### config.mk
export PLATFORM = sky130hd
export DESIGN_NAME = mpmc9_strm_read_fetch
export DESIGN_NICKNAME = d
export VERILOG_FILES = /design/src/rtl/mpmc9_strm_read_fetch.sv
export SDC_FILE = /design/constraint.sdc
export NUM_CORES = 1
export LEC_CHECK = 0
export ABC_AREA = 1
export BUFFER_PORTS_ARGS = -buffer_cell sky130_fd_sc_hd__buf_2
export CORE_AREA = 2 2 142 144
export CTS_BUF_LIST = sky130_fd_sc_hd__clkbuf_16
export DETAILED_ROUTE_END_ITERATION = 16
export DIE_AREA = 0 0 144 146
export GPL_ROUTABILITY_DRIVEN = 1
export PLACE_DENSITY = 0.68
export SLEW_MARGIN = 20
export SYNTH_ARGS = -nofsm -noshare
export SYNTH_HDL_FRONTEND = slang
export SYNTH_SLANG_ARGS = --single-unit
### constraint.sdc
create_clock -name rclk -period 4.3 [get_ports rclk]
set_input_delay 0.43 -clock rclk [delete_from_list [all_inputs] [get_ports rclk]]
set_output_delay 0.43 -clock rclk [all_outputs]
set_load 0.005 [all_outputs]
### src/rtl/mpmc9_strm_read_fetch.sv
// rtl/mpmc9_strm_read_fetch.sv - streaming read-cache client fetch controller
//
// Purpose:
//   Accepts 128-bit line read requests from a stream client (video/audio
//   DMA) in the cache read clock domain, drives the cache read address,
//   evaluates hit after the cache's two-register read pipeline and, on a
//   miss, asks the MPMC fill engine for FILL_LINES consecutive lines before
//   re-running the lookup. After RETRY_MAX unsuccessful fills the request
//   is completed with err_o set.
//
// Ports:
//   rclk, rst          cache read clock, synchronous active-high reset
//   cs_i, adr_i        client request (held until ack_o) and byte address
//   ack_o              one-cycle completion pulse; dat_o / err_o valid
//   dat_o, err_o       returned line, retry-exhaustion flag
//   cache_radr_o       registered line-aligned cache read address
//   cache_rdat_i       cache line data (two-register pipeline behind radr)
//   cache_hit_i        cache hit flag, aligned with cache_rdat_i
//   fill_req_o         fill request, held until fill_ack_i
//   fill_adr_o         line-aligned fill start address
//   fill_len_o         fill line count (FILL_LINES)
//   fill_ack_i         fill engine accepted the request
//   fill_done_i        one-cycle pulse: all fill lines are in the cache

module mpmc9_strm_read_fetch #(
  parameter int FILL_LINES = 4,
  parameter int RETRY_MAX  = 3
) (
  input  logic         rclk,
  input  logic         rst,
  input  logic         cs_i,
  input  logic [31:0]  adr_i,
  output logic         ack_o,
  output logic [127:0] dat_o,
  output logic         err_o,
  output logic [31:0]  cache_radr_o,
  input  logic [127:0] cache_rdat_i,
  input  logic         cache_hit_i,
  output logic         fill_req_o,
  output logic [31:0]  fill_adr_o,
  output logic [3:0]   fill_len_o,
  input  logic         fill_ack_i,
  input  logic         fill_done_i
);

  // Retry counter must be able to hold RETRY_MAX itself.
  localparam int            RW        = (RETRY_MAX < 1) ? 1 : $clog2(RETRY_MAX + 1);
  localparam logic [RW-1:0] RETRY_LIM = RW'(RETRY_MAX);

  typedef enum logic [2:0] {
    IDLE,
    W1,
    W2,
    CHK,
    FREQ,
    FWAIT,
    DONE
  } state_t;

  state_t        state;
  state_t        state_next;
  logic [RW-1:0] retry_cnt;
  logic          cancel;
  logic          abandon;
  logic          can_retry;

  // The fill engine is told the line count once; it never changes.
  assign fill_len_o = 4'(FILL_LINES);

  // Client has gone away if cs_i was seen low at any edge since the
  // request was accepted, or is low right now.
  assign abandon   = cancel | ~cs_i;
  assign can_retry = (retry_cnt < RETRY_LIM);

  // A cancelled request still walks to DONE so that any fill handshake in
  // flight finishes cleanly, but the completion pulse is swallowed.
  assign ack_o = (state == DONE) && !cancel;

  // ---------------------------------------------------------------------
  // State register
  // ---------------------------------------------------------------------
  always_ff @(posedge rclk) begin
    if (rst) begin
      state <= IDLE;
    end else begin
      state <= state_next;
    end
  end

  // ---------------------------------------------------------------------
  // Next-state logic
  // ---------------------------------------------------------------------
  always_comb begin
    state_next = state;
    unique case (state)
      IDLE: begin
        if (cs_i) begin
          state_next = W1;
        end
      end
      // The cache registers cache_radr_o during W1 and presents tag/data
      // during W2, so the hit decision can only be taken in CHK.
      W1:  state_next = W2;
      W2:  state_next = CHK;
      CHK: begin
        // A cancelled client gets no new fill; only an outstanding one is
        // allowed to finish.
        if (cache_hit_i || abandon || !can_retry) begin
          state_next = DONE;
        end else begin
          state_next = FREQ;
        end
      end
      FREQ: begin
        // A fill engine that accepts and completes in the same cycle skips
        // FWAIT entirely.
        if (fill_ack_i) begin
          state_next = fill_done_i ? W1 : FWAIT;
        end
      end
      FWAIT: begin
        if (fill_done_i) begin
          state_next = W1;
        end
      end
      DONE:    state_next = IDLE;
      default: state_next = IDLE;
    endcase
  end

  // ---------------------------------------------------------------------
  // Datapath and handshake registers
  // ---------------------------------------------------------------------
  always_ff @(posedge rclk) begin
    if (rst) begin
      cache_radr_o <= '0;
      fill_adr_o   <= '0;
      fill_req_o   <= 1'b0;
      dat_o        <= '0;
      err_o        <= 1'b0;
      retry_cnt    <= '0;
      cancel       <= 1'b0;
    end else begin
      unique case (state)
        IDLE: begin
          // The only place the read address moves; it stays put across
          // every fill/re-lookup of this request.
          if (cs_i) begin
            cache_radr_o <= {adr_i[31:4], 4'h0};
            retry_cnt    <= '0;
            cancel       <= 1'b0;
          end
        end
        CHK: begin
          cancel <= abandon;
          if (cache_hit_i) begin
            dat_o <= cache_rdat_i;
            err_o <= 1'b0;
          end else if (!abandon && can_retry) begin
            fill_adr_o <= cache_radr_o;
            fill_req_o <= 1'b1;
            retry_cnt  <= retry_cnt + RW'(1);
          end else begin
            dat_o <= '0;
            err_o <= 1'b1;
          end
        end
        FREQ: begin
          cancel <= abandon;
          if (fill_ack_i) begin
            fill_req_o <= 1'b0;
          end
        end
        W1, W2, FWAIT: begin
          cancel <= abandon;
        end
        default: begin
        end
      endcase
    end
  end

endmodule

# Word-level counts from Yosys, hierarchy flattened
# Index checks and enable logic that the tools add are counted.
# op_classes
bitwise_logic,3
eq_ne,12
order_cmp,1
mux,20
addsub,1
n_reduce_logical,19
# ops
op,count
$mux W128,2
$pmux W3 S6,1
$mux W3,4
$ne A2 B2 Y1 const B,6
$eq A3 B3 Y1 const B,3
$mux W2,4
$reduce_and A4 Y1,2
$eq A3 B2 Y1 const B,2
$mux W1,6
$reduce_and A2 Y1,3
$reduce_and A3 Y1,2
$reduce_bool A2 Y1,3
$reduce_or A5 Y1,1
$pmux W1 S2,2
$pmux W2 S2,1
$eq A3 B1 Y1 const B,1
$logic_not A1 Y1,3
$logic_not A3 Y1,1
$add A2 B1 Y2 const B,1
$logic_and A1 B1 Y1,2
$logic_or A1 B1 Y1,2
$lt A2 B2 Y1 const B,1
$not A1 Y1,2
$or A1 B1 Y1,1
# totals
register_bits,192

# Depth between registers and ports, before layout
# Gate-level depths: netlist (run 1).
# depth
ltp_word,7
depth_mapped,9
depth_no_buf,8

# Least setup slack after synthesis (run 1)
# Ideal clock, no wire load.
# synth_path
path_type,reg-to-reg
from,reg retry_cnt[0]
to,reg fill_adr_o[21]
period_less_slack_ns,1.426
t_required_ns,4.184
arrival_time_ns,1.311
n_path_buf,2
stages_incl_launch_ff,10
path_slack_ns,2.874
path_cell_list,dfxtp_1 -> ha_1 -> nor2_1 -> nand2_1 -> nor2_1 -> nand2_1 -> clkbuf_2 -> buf_2 -> o21ai_0 -> nor2_1
# synth_via
elab_chain_len,3
# synth_lines
item,line_no,source
from (decl),62,logic [RW-1:0] retry_cnt;
from (signal assigned),162,retry_cnt <= retry_cnt + RW'(1);
$lt A2 B2 Y1,73,assign can_retry = (retry_cnt < RETRY_LIM);
$logic_and A1 B1 Y1,159,end else if (!abandon && can_retry) begin
$reduce_and A3 Y1 (no line),-,
to (signal assigned),160,fill_adr_o <= cache_radr_o;
to (decl),40,"output logic [31:0] fill_adr_o,"
# No other way between the ends.
# A chain may end at the register's enable or synchronous reset.

# Final worst setup path (run 1)
# layout_path
from,reg state[1]
to,reg cache_radr_o[4]
# layout_via
elab_chain_len,2
# layout_lines
item,line_no,source
from (decl),60,state_t state;
from (signal assigned),86,state <= state_next;
$logic_not A3 Y1,144,unique case (state)
$reduce_and A2 Y1 (no line),-,
to (signal assigned),149,"cache_radr_o <= {adr_i[31:4], 4'h0};"
to (decl),36,"output logic [31:0] cache_radr_o,"
# No other way between the ends.

==> run_results.csv, run 1 <==
group,metric,value,unit
status,outcome,"completed",
cells_and_area,stdcell_count,1475,
floorplanning,core,0.01933,mm²
detailed_routing,wl_per_cell,13.85,µm
clocking,htree_levels,4,
critical_path,critPathKind,"flip-flop to flip-flop",
timing,max_freq,417.5,MHz
yosys,synth-seq-area-share,55.77,%
clocking,path_clk_slew,0.08,ns
global_routing,grt_pass1_vias,6391,
global_routing,antenna_found_initial,0,
run,maxCapViolCount,0,
detailed_routing,first_iter_violations,320,
floorplanning,dieWidth,144,µm
cells_and_area,drive_gt1_share,32.42,%
global_routing,grt_max_degree,88,
timing,fin_hold_ws,0.2492,ns
cells_and_area,final_common_cell,"buf_2",
cells_and_area,finish.instance_area,0.009276,mm²
floorplanning,die_h,146,µm
timing,worst_pin_slew,1.082,ns
floorplanning,io_pins,365,
placement,post-place-cells,1442,
cells_and_area,layout.nets,1363,
cells_and_area,final-seq-area,0.003844,mm²
clocking,cts_tree,"done",
critical_path,crit_arrival,2.68,ns
detailed_routing,firstDrtPassIters,5,
timing,post-route-min-period,2.395,ns
pwr,max-vdd-ir-drop,0.0002632,V
timing,drv_slew,0,
cells_and_area,nFillCells,1987,
critical_path,critPathRequiredTime,4.58,ns
pwr,p_total,4.603,mW
clocking,clock_sinks,192,
clocking,numCtsBuffers,17,
yosys,postSynthRegisterBits,192,
placement,dpl_cell_area,0.008677,mm²
clocking,clock_latency,0.42,ns
critical_path,crit_fanout,29,
placement,dpl.hpwl,14070,µm
placement,gp_congestion,0.8364,
timing,rsz0062_at_grt,"false",
timing,fin_worst_skew,0.01359,ns
yosys,syn_inst,887,
detailed_routing,drt-total-wl,20420,µm
floorplanning,num_rows,51,
cells_and_area,utilization,47.98,%
global_routing,gr-total-overflow,0,
detailed_routing,vias_per_cell,4.584,
yosys,synthDistinctLibCells,20,
clocking,post_cts_buffers,0,
detailed_routing,antenna_left,0,
cells_and_area,area_delta_synth_final,34.60,%
timing,tns,0,ns
placement,io_buffers,348,
clocking,root_buffer,"clkbuf_16",
min_path,min_path_type,"input pin to flip-flop",
floorplanning,start_util,35.64,%
cells_and_area,final_cell_mix,"buf_2 (347), nand2_1 (305), dfxtp_1 (192)",
timing,finalSetupViolCount,0,
global_routing,grt_pass1_wl,31660,µm
timing,finalCritPeriodShare,55.70,%
critical_path,worst_setup_path_end_kind,"flip-flop",
cells_and_area,multi_input_area,0.002630,mm²
yosys,ys_warn_count,0,
critical_path,crit_path_start_kind,"flip-flop",
clocking,hold_buffers,0,
yosys,synth_area,0.006892,mm²
placement,place_ws,1.522,ns
pwr,power_density,496.2,mW/mm²
global_routing,grt_use_total,18.75,%
timing,slew_headroom,27.69,%
timing,finalHoldViolations,0,
pwr,power.static_leakage,4.229,nW
timing,timing.final.ws_setup,1.905,ns
yosys,syn_area_per_cell,7.770,µm²
detailed_routing,drc,0,
detailed_routing,vias,6761,
floorplanning,die_area,0.02102,mm²
clocking,cts_buffer_depth,2,
clocking,cts_resized,0,
## worst paths after layout
path                                        from  depth (start not counted)  slack [ns]               to
worst max register to register          state[1]                          7        1.90  cache_radr_o[4]
worst min register to register         dat_o[62]                          2        0.46        dat_o[62]
worst max-delay path                    state[1]                          7        1.90  cache_radr_o[4]
worst min-delay path            cache_rdat_i[22]                          3        0.25        dat_o[22]
## logic make-up after synthesis
kind of cell | after synthesis | synth area share [%]
adders and majority gates | 1 | 0.1815
AOI/OAI and AO/OA | 191 | 13.93
buffers and inverters | 87 | 6.717
other | 2 | 0.1090
DFF | 192 | 55.77
and+or+nand+nor | 414 | 23.29
## where the power goes
part	internal (mW)	switching, mW
Combinational	0.347	0.581
Clock	0.879	0.734
Sequential	1.95	0.111
Total	3.18	1.43
## state kept, by name, summed over array words and instances, names as in the netlist
name / flops
cache_radr_o: 28
cancel: 1
dat_o: 128
err_o: 1
fill_adr_o: 28
fill_req_o: 1
retry_cnt: 2
state: 3
## worst max-delay path, stage by stage (launching register included)
cell	delay, ns
dfxtp_1	0.35
nor2_1	0.29
nand2_1	0.14
inv_1	0.07
buf_4	0.31
nand2_1	0.73
nand2_1	0.26
a21oi_1	0.08
## per-layer routing
layer  track usage [%]  wire length (µm)
met3             6.088              1554
met4             6.078               352
met5                 0                 0
met2             32.67             10120
met1             21.57              8396
## final cells by class
class,count,area share (%)
Tap cell,265,3.574
Multi-Input combinational cell,618,28.35
Clock inverter,15,1.848
Clock buffer,17,4.586
Inverter,11,0.4586
Timing Repair Buffer,356,19.72
Antenna cell,1,0.02698
Sequential cell,192,41.44
## synthesized netlist by cell type
cell type  number  area, µm²
nand2_1       305       1145
dfxtp_1       192       3844
a21oi_1       159      795.8
nor2_1         70      262.8
nand3_1        34      170.2
buf_4          27      202.7
clkbuf_1       26      97.59
buf_2          21      105.1
o21ai_0        16      80.08
o21ai_1        15      75.07
inv_1           9      33.78
nor3_1          3      15.01
conb_1          2      7.510
inv_2           2      7.510
buf_6           1      11.26
clkbuf_2        1      5.000
ha_1            1      12.51
nand4_1         1      6.260
nor2_2          1      6.260
o21ai_2         1      8.760
Note: power is estimated with default switching activity, not from simulation.
==> run 2: changes to the inputs <==
--- a/config.mk
+++ b/config.mk
@@ -5,14 +5,14 @@
 export SDC_FILE = /design/constraint.sdc
 export NUM_CORES = 1
 export LEC_CHECK = 0
-export ABC_AREA = 1
+export ABC_AREA = 0
 export BUFFER_PORTS_ARGS = -buffer_cell sky130_fd_sc_hd__buf_2
 export CORE_AREA = 2 2 142 144
 export CTS_BUF_LIST = sky130_fd_sc_hd__clkbuf_16
 export DETAILED_ROUTE_END_ITERATION = 16
 export DIE_AREA = 0 0 144 146
 export GPL_ROUTABILITY_DRIVEN = 1
-export PLACE_DENSITY = 0.68
+export PLACE_DENSITY = 0.67
 export SLEW_MARGIN = 20
 export SYNTH_ARGS = -nofsm -noshare
 export SYNTH_HDL_FRONTEND = slang
==> constraint.sdc (replaced) <==
create_clock -name rclk -period 2.3 [get_ports rclk]
set_input_delay 0.23 -clock rclk [delete_from_list [all_inputs] [get_ports rclk]]
set_output_delay 0.23 -clock rclk [all_outputs]
set_load 0.005 [all_outputs]
==> run_results.csv, run 2 <==
group,metric,value,unit
yosys,synth-seq-area-share,58.10,%
critical_path,critPathRequiredTime,2.66,ns
timing,max_freq,515.5,MHz
yosys,yosys.area.top_type,"dfxtp_1",
pwr,p_total,6.957,mW
floorplanning,core,0.01933,mm²
timing,post-route-min-period,1.940,ns
floorplanning,io_pins,365,
floorplanning,dieWidth,144,µm
timing,rsz0062_at_grt,"false",
detailed_routing,vias_per_cell,4.619,
clocking,numCtsBuffers,17,
yosys,ys.flop_type,"dfxtp_1",
yosys,async_flop_share,0,%
detailed_routing,wl_per_cell,15.36,µm
cells_and_area,utilization,48.76,%
detailed_routing,antenna_left,0,
critical_path,reg2reg_slack,0.36,ns
pwr,power_density,738.0,mW/mm²
timing,fin_worst_skew,0.01598,ns
clocking,cts_buffer_depth,2,
cells_and_area,drive_gt1_share,41.67,%
critical_path,crit_fanout,78,
pwr,max-vdd-ir-drop,0.0004512,V
cells_and_area,final_cell_mix,"buf_2 (348), dfxtp_1 (192), a22o_1 (128)",
global_routing,grt_max_degree,95,
yosys,synth_edf_count,0,
global_routing,grt_pass1_vias,5256,
timing,tns,0,ns
floorplanning,num_rows,51,
critical_path,crit_arrival,2.30,ns
cells_and_area,area_delta_synth_final,42.52,%
status,outcome,"completed",
clocking,htree_levels,4,
placement,io_buffers,348,
yosys,postSynthRegisterBits,192,
timing,finalCritPeriodShare,84.35,%
clocking,post_cts_buffers,0,
timing,fin_hold_ws,0.02242,ns
clocking,path_clk_slew,0.08,ns
floorplanning,start_util,34.21,%
yosys,synth.most_common_cell,"dfxtp_1",
cells_and_area,final_common_cell,"buf_2",
critical_path,worst_setup_path_end_kind,"flip-flop",
global_routing,grt_use_total,17.03,%
global_routing,gr-total-overflow,0,
critical_path,crit_path_start_kind,"flip-flop",
min_path,min_path_type,"input pin to flip-flop",
detailed_routing,firstDrtPassIters,4,
cells_and_area,nFillCells,1845,
clocking,clock_latency,0.43,ns
floorplanning,die_area,0.02102,mm²
run,maxCapViolCount,0,
placement,gp_congestion,0.7634,
global_routing,antenna_found_initial,2,
critical_path,critPathKind,"flip-flop to flip-flop",
yosys,yosys.area.top_type_share,58.10,%
detailed_routing,vias,5663,
timing,finalSetupViolCount,0,
placement,dpl_cell_area,0.008547,mm²
clocking,clock_sinks,192,
cells_and_area,finish.instance_area,0.009428,mm²
yosys,syn_inst,588,
detailed_routing,drt-total-wl,18840,µm
placement,place_ws,0.3772,ns
yosys,synthDistinctLibCells,34,
pwr,power.static_leakage,4.504,nW
yosys,synth_common_cells,"dfxtp_1 (192), a22o_1 (128), nand2_1 (58)",
clocking,root_buffer,"clkbuf_16",
global_routing,grt_pass1_wl,28230,µm
cells_and_area,reg_top3,"dat_o x128, cache_radr_o x28, fill_adr_o x28",
cells_and_area,layout.nets,1114,
detailed_routing,first_iter_violations,226,
timing,finalHoldViolations,0,
placement,post-place-cells,1164,
cells_and_area,stdcell_count,1226,
timing,drv_slew,0,
cells_and_area,top_register,"dat_o",
floorplanning,die_h,146,µm
yosys,synth.area.top_cells,"dfxtp_1 (58%), a22o_1 (17%), nand2b_1 (5.4%)",
placement,dpl.hpwl,13200,µm
yosys,ys_warn_count,0,
yosys,syn_area_per_cell,11.25,µm²
yosys,synth_area,0.006615,mm²
clocking,cts_tree,"done",
timing,timing.final.ws_setup,0.3601,ns
cells_and_area,largest_register_ffs,128,
detailed_routing,drc,0,
[run 2: cell count changes in the layout (fill, tap and decap cells not counted), moves of 4 or more]
cell and delta:
a21oi_1 -128, a22o_1 +128, buf_12 +5, dlygate4sd3_1 +29, inv_1 -6, inv_6 -4
mux2i_1 +29, nand2_1 -247, nand2b_1 +57, nand3_1 -34, nor2_1 -67, o21ai_0 -15
o21ai_1 -15
[run 2: final cells by class]
class,instances,area (µm²),share of cell area [%]
flip-flops and latches,192,3844,40.77
multi-input cells,342,2426,25.73
diodes,1,2.502,0.02654
clock buffers,17,425.4,4.512
inverters,3,11.26,0.1194
clock inverters,15,162.7,1.725
repair buffers,391,2225,23.60
well taps,265,331.6,3.517
[run 2: worst max-delay path, cell delays in order (launching register included)]
cell	delay, ns
dfxtp_1	0.33
ha_1	0.20
or3b_4	0.41
a211oi_4	0.36
buf_12	0.33
a22o_1	0.20
[run 2: metal layers]
metal | part of all wire [%] | up-vias | routed length (µm) | track usage (%)
li1 | - | 2782 | - | -
met1 | 41 | 2598 | 7730 | 20.59
met2 | 47 | 247 | 8921 | 27.33
met3 | 8.8 | 34 | 1665 | 5.956
met4 | 2.7 | 2 | 512 | 7.304
met5 | 0.037 | - | 7 | 0
[run 2: kinds of logic after synthesis]
| kind of cell | share of synthesized area (%) |
|---|---|
| compound gates | 20.35 |
| fa+ha+maj | 0.1891 |
| buf+inv | 6.204 |
| flops | 58.10 |
| mux | 4.558 |
| other cells | 0.1135 |
| simple gates | 10.48 |
[run 2: where the power goes]
part / internal (mW) / switching [mW]
Combinational: 0.302 / 0.283
Sequential: 3.41 / 0.0612
Clock: 1.46 / 1.44
[run 2: what timing repair did]
action                                 CTS  global route
resized for setup                        0             0
endpoints found under the hold margin   29             0
hold buffers                            29             0
[run 2: final timing paths]
check | from | end | cells after the start
worst max-delay path | retry_cnt[0] | dat_o[73] | 5
worst min-delay path | cache_rdat_i[112] | dat_o[112] | 2
worst max register to register | retry_cnt[0] | dat_o[73] | 5
worst min register to register | err_o | err_o | 2
==> run 3: changes to the inputs <==
--- a/config.mk
+++ b/config.mk
@@ -7,12 +7,12 @@
 export LEC_CHECK = 0
 export ABC_AREA = 0
 export BUFFER_PORTS_ARGS = -buffer_cell sky130_fd_sc_hd__buf_2
-export CORE_AREA = 2 2 142 144
+export CORE_AREA = 2 2 140 142
 export CTS_BUF_LIST = sky130_fd_sc_hd__clkbuf_16
 export DETAILED_ROUTE_END_ITERATION = 16
-export DIE_AREA = 0 0 144 146
+export DIE_AREA = 0 0 142 144
 export GPL_ROUTABILITY_DRIVEN = 1
-export PLACE_DENSITY = 0.67
+export PLACE_DENSITY = 0.71
 export SLEW_MARGIN = 20
 export SYNTH_ARGS = -nofsm -noshare
 export SYNTH_HDL_FRONTEND = slang
==> constraint.sdc (replaced) <==
create_clock -name rclk -period 1.6 [get_ports rclk]
set_input_delay 0.16 -clock rclk [delete_from_list [all_inputs] [get_ports rclk]]
set_output_delay 0.16 -clock rclk [all_outputs]
set_load 0.005 [all_outputs]
==> run_results.csv, run 3 (synthesis gave the netlist of run 2 again) <==
group,metric,value,unit
floorplanning,die_h,144,µm
cells_and_area,reg_top3,"dat_o x128, cache_radr_o x28, fill_adr_o x28",
timing,tns,-22.49,ns
cells_and_area,diodes,0,
cells_and_area,final_common_cell,"buf_2",
timing,finalSetupViolCount,159,
critical_path,critPathRequiredTime,1.96,ns
placement,place_ws,-0.1774,ns
timing,worst_pin_slew,0.5136,ns
critical_path,critical-path-top-delay-family,"simple AND/OR/NAND/NOR gates",
status,violations,"negative setup slack",
detailed_routing,drt-total-wl,22990,µm
critical_path,slowest_stage,"or3b_4",
critical_path,cp.depth,6,
floorplanning,io_pins,365,
global_routing,grt_pass1_vias,6451,
critical_path,critical_path.max_stage_delay,0.43,ns
timing,max_freq,561.0,MHz
placement,io_buffers,348,
critical_path,crit_end,"dat_o[105]",
cells_and_area,drive_gt1_share,38.92,%
floorplanning,core,0.01908,mm²
pwr,p_comb_share,12.1,%
placement,dpl.hpwl,13730,µm
critical_path,r2r_cells,6,
critical_path,regToRegStartpoint,"retry_cnt[0]",
critical_path,critPathKind,"flip-flop to flip-flop",
run,maxCapViolCount,0,
critical_path,crit_path_start_kind,"flip-flop",
pwr,pwr-share-clk,39.3,%
timing,finalHoldViolations,0,
pwr,power.static_leakage,5.225,nW
cells_and_area,nFillCells,1557,
floorplanning,dieWidth,142,µm
critical_path,crit_path_frequent_cell,"buf_12",
detailed_routing,firstDrtPassIters,4,
cells_and_area,area_delta_synth_final,66.58,%
critical_path,r2r-end,"dat_o[105]",
pwr,p_sw,2.590,mW
clocking,clock_latency,0.42,ns
critical_path,crit_buf_inv,2,
detailed_routing,drc,0,
pwr,switching_share,25.28,%
clocking,root_buffer,"clkbuf_16",
pwr,power_frac_seq,48.6,%
global_routing,antenna_found_initial,0,
timing,rsz0062_at_grt,"true",
timing,drv_slew,0,
floorplanning,num_rows,51,
critical_path,worst_setup_path_end_kind,"flip-flop",
global_routing,grt_pass1_wl,33570,µm
critical_path,crit_start,"retry_cnt[0]",
clocking,htree_levels,4,
min_path,min_path_type,"input pin to flip-flop",
status,outcome,"complete, but fails checks",
placement,gp_congestion,0.7863,
critical_path,cp_cell_sequence,"ha_2, or3b_4, a211oi_4, buf_12, buf_12, a22o_1",
timing,finalCritPeriodShare,111.4,%
critical_path,crit_fanout,27,
clocking,numCtsBuffers,17,
timing,fin_hold_ws,0.02860,ns
clocking,clock_sinks,192,
detailed_routing,vias_per_cell,4.856,
cells_and_area,layout.nets,1270,
detailed_routing,antenna_left,0,
cells_and_area,largest_register_ffs,128,
critical_path,reg2reg_slack,-0.18,ns
pwr,power_density,929.7,mW/mm²
cells_and_area,top_register,"dat_o",
cells_and_area,final_cell_mix,"buf_2 (348), dfxtp_1 (190), dlygate4sd3_1 (155)",
floorplanning,die_area,0.02045,mm²
global_routing,grt_use_total,20.88,%
clocking,cts_buffer_depth,2,
timing,fin_worst_skew,0.01355,ns
pwr,max-vdd-ir-drop,0.0006693,V
pwr,p_int,7.655,mW
detailed_routing,vias,6570,
critical_path,crit_arrival,2.14,ns
clocking,path_clk_slew,0.07,ns
timing,timing.final.ws_setup,-0.1827,ns
detailed_routing,wl_per_cell,16.99,µm
timing,slew_headroom,64.88,%
global_routing,grt_max_degree,74,
global_routing,gr-total-overflow,0,
clocking,cts_tree,"done",
pwr,p_total,10.24,mW
timing,post-route-min-period,1.783,ns
detailed_routing,first_iter_violations,298,
floorplanning,start_util,34.67,%
run 3: cell count changes in the layout (fill, tap and decap cells not counted), sizes merged:
| cell | before | now |
|---|---|---|
| buf | 362 | 390 |
| diode | 1 | 0 |
| dlygate4sd3 | 29 | 155 |
| clkbuf | 17 | 19 |
| inv | 10 | 9 |
run 3: repair_timing:
| action | 4_1_cts | 5_1_grt |
|---|---|---|
| pin swaps | 1 | 2 |
| buffers inserted | 2 | 0 |
| gates cloned | 1 | 2 |
| hold endpoints to repair | 155 | 0 |
| resized for setup | 11 | 7 |
| setup endpoints to repair | 159 | 184 |
| hold buffers | 155 | 0 |
run 3: power groups by stage:
stage / logic [mW] / registers [mW] / clock network [mW]
after detailed placement: 0.874 / 5.08 / 0
after CTS: 1.19 / 4.97 / 4.14
final: 1.24 / 4.98 / 4.02
after global placement: 0.862 / 5.08 / 0
after global routing: 1.33 / 4.99 / 4.32
after floorplan: 0.428 / 5.09 / 0
run 3: stage by stage:
stage	cell area, µm²	util, %	std cells
floorplan	6664	-	598
global placement	8771	45.97	1163
detailed placement	8771	45.97	1163
CTS	10960	57.42	1352
global route	11020	57.75	1353
finish	11020	57.75	1353
run 3: routing by layer:
layer	share of wire, %	up-vias	track usage, %
met2	50	316	36.77
met5	0	-	0
met4	4.5	0	10.58
met1	38	3098	22.82
li1	-	3103	-
met3	7.4	53	6.325
run 3: area by class of cell:
| type | count | area [µm²] | area share (%) |
|---|---|---|---|
| clock buffer | 17 | 425.4 | 3.861 |
| clock inverter | 14 | 127.6 | 1.158 |
| inverter | 3 | 11.26 | 0.1022 |
| multi-input combinational | 342 | 2441 | 22.15 |
| sequential | 192 | 3846 | 34.90 |
| tap | 238 | 297.8 | 2.702 |
| timing repair buffer | 547 | 3870 | 35.12 |
run 3: worst min path at each step:
stage | from | endpoint | depth (start not counted)
after floorplan | cache_rdat_i[63] | dat_o[63] | 1
after global placement | cache_rdat_i[62] | dat_o[62] | 2
after detailed placement | cache_rdat_i[47] | dat_o[47] | 2
after CTS | adr_i[18] | cache_radr_o[18] | 3
after global routing | adr_i[18] | cache_radr_o[18] | 3
final | adr_i[18] | cache_radr_o[18] | 3
run 3: tightest hold or removal path, stage by stage:
cell	delay, ns
buf_2	0.10
nand2_1	0.08
a21oi_1	0.06
